$ cat config.mk
export PLATFORM = sky130hd
export DESIGN_NAME = mem_responder
export DESIGN_NICKNAME = d
export VERILOG_FILES = /design/src/rtl/mem_pkg.sv /design/src/rtl/mem_array.sv /design/src/rtl/mem_responder.sv
export SDC_FILE = /design/constraint.sdc
export NUM_CORES = 2
export LEC_CHECK = 0
export CORE_ASPECT_RATIO = 1.1
export CORE_UTILIZATION = 30
export CTS_CLUSTER_DIAMETER = 80
export DETAILED_ROUTE_END_ITERATION = 8
export PLACE_DENSITY_LB_ADDON = 0.2
export RECOVER_POWER = 25
export SYNTH_ARGS = -nofsm -noshare
export SYNTH_HDL_FRONTEND = slang
export SYNTH_SLANG_ARGS = --single-unit
export TNS_END_PERCENT = 5
$ cat constraint.sdc
create_clock -name clock -period 3.7 [get_ports clock]
set_input_delay 0.37 -clock clock [delete_from_list [all_inputs] [get_ports clock]]
set_output_delay 0.37 -clock clock [all_outputs]
set_load 0.05 [all_outputs]
$ cat src/rtl/mem_pkg.sv
// Shared definitions for the memory responder: FSM encoding, requester ids
// and default geometry.
package mem_pkg;

  typedef enum logic [1:0] {
    IDLE    = 2'd0,
    WAIT_ST = 2'd1,
    ACK     = 2'd2
  } state_e;

  localparam logic PORT_I = 1'b0;
  localparam logic PORT_D = 1'b1;

  localparam int ADDR_W_DEF = 8;
  localparam int DATA_W_DEF = 8;

endpackage

$ cat src/rtl/mem_array.sv
// Single-port storage: synchronous write, registered read with read enable.
// The storage itself is never reset; only the read register is.
module mem_array
  import mem_pkg::*;
#(
  parameter int ADDR_W = ADDR_W_DEF,
  parameter int DATA_W = DATA_W_DEF
) (
  input  logic              clock,
  input  logic              resetn,
  input  logic              we,
  input  logic              re,
  input  logic [ADDR_W-1:0] addr,
  input  logic [DATA_W-1:0] wdata,
  output logic [DATA_W-1:0] rdata
);

  localparam int DEPTH = 1 << ADDR_W;

  logic [DATA_W-1:0] mem_r [DEPTH];
  logic [DATA_W-1:0] rdata_r;

  // storage write port; contents deliberately survive reset
  always_ff @(posedge clock) begin
    if (we) begin
      mem_r[addr] <= wdata;
    end
  end

  // registered read, updated only when a read is launched
  always_ff @(posedge clock or negedge resetn) begin
    if (!resetn) begin
      rdata_r <= '0;
    end else if (re) begin
      rdata_r <= mem_r[addr];
    end else begin
      rdata_r <= rdata_r;
    end
  end

  assign rdata = rdata_r;

endmodule

$ cat src/rtl/mem_responder.sv
// Memory responder serving an instruction-fetch port and a data port with
// fixed priority (data first), a fixed number of wait states per access and
// a saturating stall counter.
module mem_responder
  import mem_pkg::*;
#(
  parameter int ADDR_W = ADDR_W_DEF,
  parameter int DATA_W = DATA_W_DEF,
  parameter int WAIT   = 2
) (
  input  logic              clock,
  input  logic              resetn,
  input  logic              i_req,
  input  logic [ADDR_W-1:0] i_addr,
  output logic              i_ack,
  output logic [DATA_W-1:0] i_rdata,
  input  logic              d_req,
  input  logic              d_we,
  input  logic [ADDR_W-1:0] d_addr,
  input  logic [DATA_W-1:0] d_wdata,
  output logic              d_ack,
  output logic [DATA_W-1:0] d_rdata,
  output logic              busy,
  output logic [15:0]       stall_count
);

  localparam logic [3:0] WAIT_C = 4'(WAIT);

  state_e            state_r, state_s;
  logic              port_r, we_r;
  logic [ADDR_W-1:0] addr_r;
  logic [DATA_W-1:0] wdata_r;
  logic [3:0]        cnt_r;
  logic              i_ack_r, d_ack_r, busy_r;
  logic [DATA_W-1:0] i_hold_r, d_hold_r;
  logic [15:0]       stall_r;

  logic              accept_s, win_port_s, win_we_s;
  logic [ADDR_W-1:0] win_addr_s, arr_addr_s;
  logic              nxt_port_s, nxt_we_s;
  logic              arr_re_s, arr_we_s;
  logic [DATA_W-1:0] arr_rdata_s;
  logic              stall_s, i_rd_ack_s, d_rd_ack_s;

  // arbitration: data port wins over instruction port
  always_comb begin
    win_port_s = PORT_I;
    win_we_s   = 1'b0;
    win_addr_s = i_addr;
    if (d_req) begin
      win_port_s = PORT_D;
      win_we_s   = d_we;
      win_addr_s = d_addr;
    end else begin
      win_port_s = PORT_I;
      win_we_s   = 1'b0;
      win_addr_s = i_addr;
    end
    accept_s = (state_r == IDLE) && (i_req || d_req);
  end

  // FSM state register
  always_ff @(posedge clock or negedge resetn) begin
    if (!resetn) begin
      state_r <= IDLE;
    end else begin
      state_r <= state_s;
    end
  end

  // FSM next-state logic
  always_comb begin
    state_s = state_r;
    case (state_r)
      IDLE: begin
        if (accept_s) begin
          state_s = (WAIT_C == 4'd0) ? ACK : WAIT_ST;
        end else begin
          state_s = IDLE;
        end
      end
      WAIT_ST: begin
        if (cnt_r <= 4'd1) begin
          state_s = ACK;
        end else begin
          state_s = WAIT_ST;
        end
      end
      ACK:     state_s = IDLE;
      default: state_s = IDLE;
    endcase
  end

  // array control: the read is launched on the edge entering ACK so data is
  // valid during the ack cycle; the write commits on the edge leaving ACK
  always_comb begin
    nxt_port_s = port_r;
    nxt_we_s   = we_r;
    arr_addr_s = addr_r;
    if (state_r == IDLE) begin
      nxt_port_s = win_port_s;
      nxt_we_s   = win_we_s;
      arr_addr_s = win_addr_s;
    end else begin
      nxt_port_s = port_r;
      nxt_we_s   = we_r;
      arr_addr_s = addr_r;
    end
    arr_re_s = (state_s == ACK) && !nxt_we_s;
    arr_we_s = (state_r == ACK) && we_r;
  end

  // latch the accepted request and run the wait-state counter
  always_ff @(posedge clock or negedge resetn) begin
    if (!resetn) begin
      port_r  <= PORT_I;
      we_r    <= 1'b0;
      addr_r  <= '0;
      wdata_r <= '0;
      cnt_r   <= 4'd0;
    end else if (accept_s) begin
      port_r  <= win_port_s;
      we_r    <= win_we_s;
      addr_r  <= win_addr_s;
      wdata_r <= d_req ? d_wdata : wdata_r;
      cnt_r   <= WAIT_C;
    end else if (state_r == WAIT_ST) begin
      cnt_r   <= cnt_r - 4'd1;
    end else begin
      cnt_r   <= cnt_r;
    end
  end

  // registered acks and busy, computed from the next state
  always_ff @(posedge clock or negedge resetn) begin
    if (!resetn) begin
      i_ack_r <= 1'b0;
      d_ack_r <= 1'b0;
      busy_r  <= 1'b0;
    end else begin
      i_ack_r <= (state_s == ACK) && (nxt_port_s == PORT_I);
      d_ack_r <= (state_s == ACK) && (nxt_port_s == PORT_D);
      busy_r  <= (state_s != IDLE);
    end
  end

  assign i_rd_ack_s = (state_r == ACK) && (port_r == PORT_I) && !we_r;
  assign d_rd_ack_s = (state_r == ACK) && (port_r == PORT_D) && !we_r;

  // per-port copies of read data so each rdata holds between its own acks
  always_ff @(posedge clock or negedge resetn) begin
    if (!resetn) begin
      i_hold_r <= '0;
      d_hold_r <= '0;
    end else begin
      i_hold_r <= i_rd_ack_s ? arr_rdata_s : i_hold_r;
      d_hold_r <= d_rd_ack_s ? arr_rdata_s : d_hold_r;
    end
  end

  assign stall_s = (i_req && !i_ack_r) || (d_req && !d_ack_r);

  // saturating count of cycles with an unacknowledged request
  always_ff @(posedge clock or negedge resetn) begin
    if (!resetn) begin
      stall_r <= 16'd0;
    end else if (stall_s && (stall_r != 16'hFFFF)) begin
      stall_r <= stall_r + 16'd1;
    end else begin
      stall_r <= stall_r;
    end
  end

  mem_array #(
    .ADDR_W (ADDR_W),
    .DATA_W (DATA_W)
  ) u_array (
    .clock  (clock),
    .resetn (resetn),
    .we     (arr_we_s),
    .re     (arr_re_s),
    .addr   (arr_addr_s),
    .wdata  (wdata_r),
    .rdata  (arr_rdata_s)
  );

  assign i_ack       = i_ack_r;
  assign d_ack       = d_ack_r;
  assign busy        = busy_r;
  assign stall_count = stall_r;
  assign i_rdata     = i_rd_ack_s ? arr_rdata_s : i_hold_r;
  assign d_rdata     = d_rd_ack_s ? arr_rdata_s : d_hold_r;

endmodule

# Word-level counts from Yosys, hierarchy flattened

Memory sizes are Yosys's and may differ from the RTL's. A register that Yosys moved wholly into a read port is not among the register bits.
Index checks and enable logic that the tools add are counted.

Memories: 1
Output and inout port bits: 35
Register bits: 59
Bits of input ports: 29
Memory bits (writable): 2,048
Word-level logic and storage cells: 60

$add $sub $neg: 2
Order comparisons: 1
Equality and inequality tests: 4
Reduce and logical (&&, ||, !) cells: 23
Bitwise gates (word level): 2
Multiplexer cells: 15

Memory list:

| memory        | words | bits a word | read ports | clocked after memory_dff | wr ports | line            | text |
|---|---|---|---|---|---|---|---|
| u_array.mem_r | 256   | 8           | 1          | 1                        | 1        | mem_array.sv:20 | `logic [DATA_W-1:0] mem_r [DEPTH];` |

Operator list:

| cell                                                                             | count |
|---|---|
| 8-bit two-way mux                                                                | 4 |
| 16-bit by 1-bit adder with 16-bit output, second input constant                  | 1 |
| 16-bit inequality test, second input constant                                    | 1 |
| 1-bit logical AND                                                                | 12 |
| 4-bit two-way mux                                                                | 2 |
| 1-bit two-way mux                                                                | 7 |
| 1-bit zero test                                                                  | 5 |
| 2-bit equality test, second input constant                                       | 2 |
| 4-bit by 1-bit less-or-equal comparator with 1-bit output, second input constant | 1 |
| 2-bit one-hot mux with 2 select lines                                            | 1 |
| 2-bit nonzero test                                                               | 2 |
| 4-bit by 1-bit subtractor with 4-bit output, second input constant               | 1 |
| 2-bit by 1-bit equality test with 1-bit output, second input constant            | 1 |
| 2-bit zero test                                                                  | 1 |
| 1-bit logical OR                                                                 | 2 |
| 2-bit two-way mux                                                                | 1 |
| 1-bit inverter                                                                   | 2 |
| 2-bit AND reduction                                                              | 1 |

# Depth between registers and ports, before layout

Word-level depth: 6
Gate-level depth with buffers: 15
Depth with buffers taken out: 11

# Cells and area by module

From an unflattened synthesis, not the netlist that was laid out.

Cells, all modules: 3,815
Area total of the unflattened synthesis: 82,180.1 um^2

Modules (own cells, without submodules):

| module        | times used | cells an instance | area each (um^2) | sequential area each (um^2) |
|---|---|---|---|---|
| mem_array     | 1          | 3,591             | 79,532.5         | 61,699.2 |
| mem_responder | 1          | 224               | 2,647.5          | 1,476.4 |

# Least setup slack after synthesis

No wires, ideal clock.

Path kind: register to register
Start point: register wdata_r[0]
End point: memory u_array.mem_r[0][0] (netlist name) (data pin)
Buffers on the path: 0
Setup time: 0.803 ns
Arrival time: 3.181 ns
Stages on the path, launching flop included: 1
Required time: 2.897 ns
Slack: -0.284 ns
Clock period less this slack: 3.984 ns
Cell sequence: dfrtp_1

RTL lines:

| element                | line                 | text |
|---|---|---|
| start, declared        | mem_responder.sv:32  | `logic [DATA_W-1:0] wdata_r;` |
| start signal, assigned | mem_responder.sv:125 | `wdata_r <= d_req ? d_wdata : wdata_r;` |
| end, declared          | mem_array.sv:20      |  |

Straight into the memory's write port.

# Final worst setup path

Start point: register state_r[1]
End point: register u_array.rdata_r[7], in the netlist u_array.rdata[7] (read register of u_array.mem_r)

Word-level cells in the longest chain between the ends: 6
Elaborated cells on any way between the ends: 10
Classes of those cells: eq/ne: 2; mux: 4; reduce/logical: 4

Ends and longest elaborated chain:

| element                               | line                                                           | text |
|---|---|---|
| start, declared                       | mem_responder.sv:29                                            | `state_e state_r, state_s;` |
| start signal, assigned                | mem_responder.sv:67                                            | `state_r <= state_s;` |
| 2-bit zero test                       | mem_responder.sv:59, mem_responder.sv:74, mem_responder.sv:100 |  |
| 1-bit logical AND                     | mem_responder.sv:59                                            | `accept_s = (state_r == IDLE) && (i_req \|\| d_req);` |
| 1-bit two-way mux                     | mem_responder.sv:76                                            | `if (accept_s) begin` |
| 2-bit one-hot mux with 2 select lines | mem_responder.sv:74                                            | `case (state_r)` |
| 2-bit equality test                   | mem_responder.sv:109                                           | `arr_re_s = (state_s == ACK) && !nxt_we_s;` |
| 1-bit logical AND                     | mem_responder.sv:109                                           |  |
| end, declared                         | mem_array.sv:21                                                | `logic [DATA_W-1:0] rdata_r;` |

Parallel ways exist; a longest one is shown, timed or not.
A chain may end at the register's enable or synchronous reset.

==> metrics.cfg <==
[synth]
synth_area_leaders = edfxtp_1 (74%), mux4_2 (8.0%), nand2_1 (3.4%)
synth_top_family_by_area = multiplexers
synth-seq-cells = 2115
synth_mux_area_frac = 0.0950
synth_adder_area_share = 0.000452
syn-num-nets = 4837
synth_edf_count = 2048
synth.largest_area_cell = edfxtp_1
synth_simple_gate_area_frac = 0.0707
seq_area_frac_synth = 0.761
yosysWarnings = 0
synth_compound_area_frac = 0.0483
synth.most_common_cell = edfxtp_1
synth_cells = 4805
async_flop_share = 0.0317
synth_top_area_share = 0.741
synth_ff_type = edfxtp_1
syn_avg_cell_area_sq_um = 17.3
synth_cell_types = 78
synth_xor_area_frac = 0.00179
synthTopCellsByCount = edfxtp_1 (2048), nand2_1 (749), nor2_1 (308), mux4_2 (294), nand3_1 (215)
synth_area_sq_mm = 0.0830

[run_status]
violations = max-capacitance violations, max-slew violations, negative setup slack
status = finished with violations

[detailed_routing]
drc = 0
drt_wl_total_microns = 271000
vias_per_cell = 5.06
drtIter0Drc = 4925
drt_pre_antenna_iters = 5
vias = 48700
antenna_left = 0
routedWlPerCell_microns = 28.2

[timing]
holdWs_ns = 0.134
timing.final.ws_setup_ns = -0.0622
skew_ns = 0.0305
period_minus_slack_ns = 3.76
worstMarginPinSlew_ns = 2.91
finalSetupViolations = 1
hold_viol = 0
rsz0062_at_grt = true
fmax_mhz = 266
finalCritPeriodShare = 1.02
relSlewSlack = -0.939
slew_viol_final = 407

[global_routing]
grt_pass1_vias = 48600
grtUsageTotal = 0.191
grt_pass1_wl_microns = 378000
grt_antenna_before_repair = 17
gr-total-overflow = 0
grt_max_degree = 98

[placement]
placed_area_sq_mm = 0.0953
io_buffers = 63
gp_congestion = 0.898
dp_slack_ns = -1.05
dp.final_hpwl_microns = 184000

[power]
p_leak_nw = 34.4
p_per_area_mw_per_mm2 = 929
ir_drop_mv = 0.717

[worst_setup_path]
critPathLaunchType = flop
crit_fanout = 10
critPathLaunch = state_r[1]
required_ns = 4.45
r2r-start = state_r[1]
crit_type = flop to flop
crit_arrival_ns = 4.51
end_kind = flop

[floorplanning]
start_util = 0.302
io_pins = 64
placementRows = 202
die_w_microns = 504
coreArea_sq_mm = 0.275
dieHeight_microns = 554
die_area_sq_mm = 0.279

[cts]
cts_tree = yes
root_buffer = clkbuf_16
h-tree-depth = 4
cts_sinks = 2115
clk_pin_slew_ns = 0.06
clk-insertion-delay-late_ns = 0.87
cts_buffer_depth = 3
numCtsBuffers = 216

[layout]
syn_to_final_growth_pct = 24.4
drive_gt1_frac = 0.287
fill_cells = 25500
num-nets-final = 5795
fin_area_sq_mm = 0.103
fin_util = 0.375

[flow_run]
max_cap_viol_count = 8

[min_path]
hp-class = input port to flop
min_from = d_wdata[2]

==> repair_timing <==
action | CTS | global route
setup buffers | 7 | 34
setup endpoints to repair | 47 | 195
gates cloned | 0 | 5
pin swaps | 2 | 23
gates resized for setup | 44 | 78
hold buffers | 1 | 0
hold endpoints to repair | 67 | 0
==> report_power, final <==
group,total (mW),internal [mW],switching [mW]
Sequential,31.4,30.1,1.30
Combinational,43.1,17.5,25.6
Clock,21.5,12.0,9.43
Total,96.0,59.7,36.3
==> worst max-delay path: stages (launching register included) <==
cell and delay (ns):
dfrtp_2 0.44, or2_4 0.25, buf_12 0.15, o21ai_4 0.19, buf_12 0.17, buf_12 0.14, buf_4 0.12, buf_4 0.14
buf_12 0.13, buf_6 0.12, mux4_2 0.54, a22oi_2 0.35, buf_4 0.18, a21oi_1 0.06, a221o_1 0.32, o32a_1 0.34
==> stage by stage <==
stage	power, mW	cells	setup TNS, ns
final	96.0	9621	-0.0622
after global routing	99.4	9621	-0.324
after detailed placement	73.1	9172	-324.08
after CTS	95.1	9583	-0.357
after global placement	73.0	9172	-319.55
after floorplan	51.4	4805	0
==> kinds of logic after synthesis <==
group	count (synthesis)
buffers and inverters	298
XOR/XNOR	17
adder cells (fa/ha/maj)	3
AND/OR/NAND/NOR	1401
flip-flops	2115
AO/OA/AOI/OAI	560
multiplexers	411
==> placed cells by master, fill, tap and decap left out, types with 32 or more instances in the layout <==
cell | Yosys | layout
nor2_1 | 308 | 287
a22o_1 | 33 | 33
a32oi_1 | 66 | 66
buf_12 | 7 | 153
nand4_1 | 32 | 32
o21ai_0 | 36 | 34
clkbuf_16 | 0 | 225
a22oi_1 | 95 | 86
edfxtp_1 | 2048 | 2048
clkinv_1 | 0 | 44
clkdlybuf4s50_1 | 0 | 54
nand2_1 | 749 | 749
clkbuf_1 | 75 | 55
clkinv_2 | 0 | 45
a31oi_1 | 43 | 39
o2111ai_1 | 38 | 35
buf_4 | 56 | 794
nand3_1 | 215 | 211
a21oi_1 | 132 | 128
mux4_2 | 294 | 294
dfrtp_1 | 67 | 65
mux2i_1 | 86 | 81
==> metal layers <==
metal / global-route usage / share of wire / wire [microns]
met5: 0 / 0.000052 / 14
met2: 0.308 / 0.48 / 129000
met4: 0.0739 / 0.040 / 10900
met1: 0.261 / 0.43 / 116000
met3: 0.0269 / 0.054 / 14700
==> cell type report <==
type | count | area, sq um | area share
sequential | 2115 | 63200 | 0.612
timing repair buffer | 1031 | 10100 | 0.0974
inverter | 7 | 26.3 | 0.000254
clock buffer | 278 | 5750 | 0.0557
clock inverter | 125 | 1120 | 0.0109
multi-input combinational | 2392 | 18500 | 0.179
tap | 3672 | 4590 | 0.0445
antenna | 1 | 2.50 | 0.0000242
==> registers in the layout, summed over array words and instances, names as in the netlist <==
name and cells:
busy 1, cnt_r 4, addr_r 8, stall_count 16, i_hold_r 8, wdata_r 8
d_hold_r 8, u_array.mem_r 2048, u_array.rdata 8, port_r 1, we_r 1, d_ack 1
i_ack 1, state_r 2
==> final timing paths <==
check | cells after the start | to | slack [ns]
max | 15 | u_array.rdata[7] | -0.06
min | 2 | wdata_r[2] | 0.13
max reg2reg | 15 | u_array.rdata[7] | -0.06
min reg2reg | 2 | addr_r[6] | 0.48
max in group asynchronous | 2 | wdata_r[2] | 1.65
min in group asynchronous | 2 | stall_count[4] | 0.60
Power figures use the tool's default switching activity.
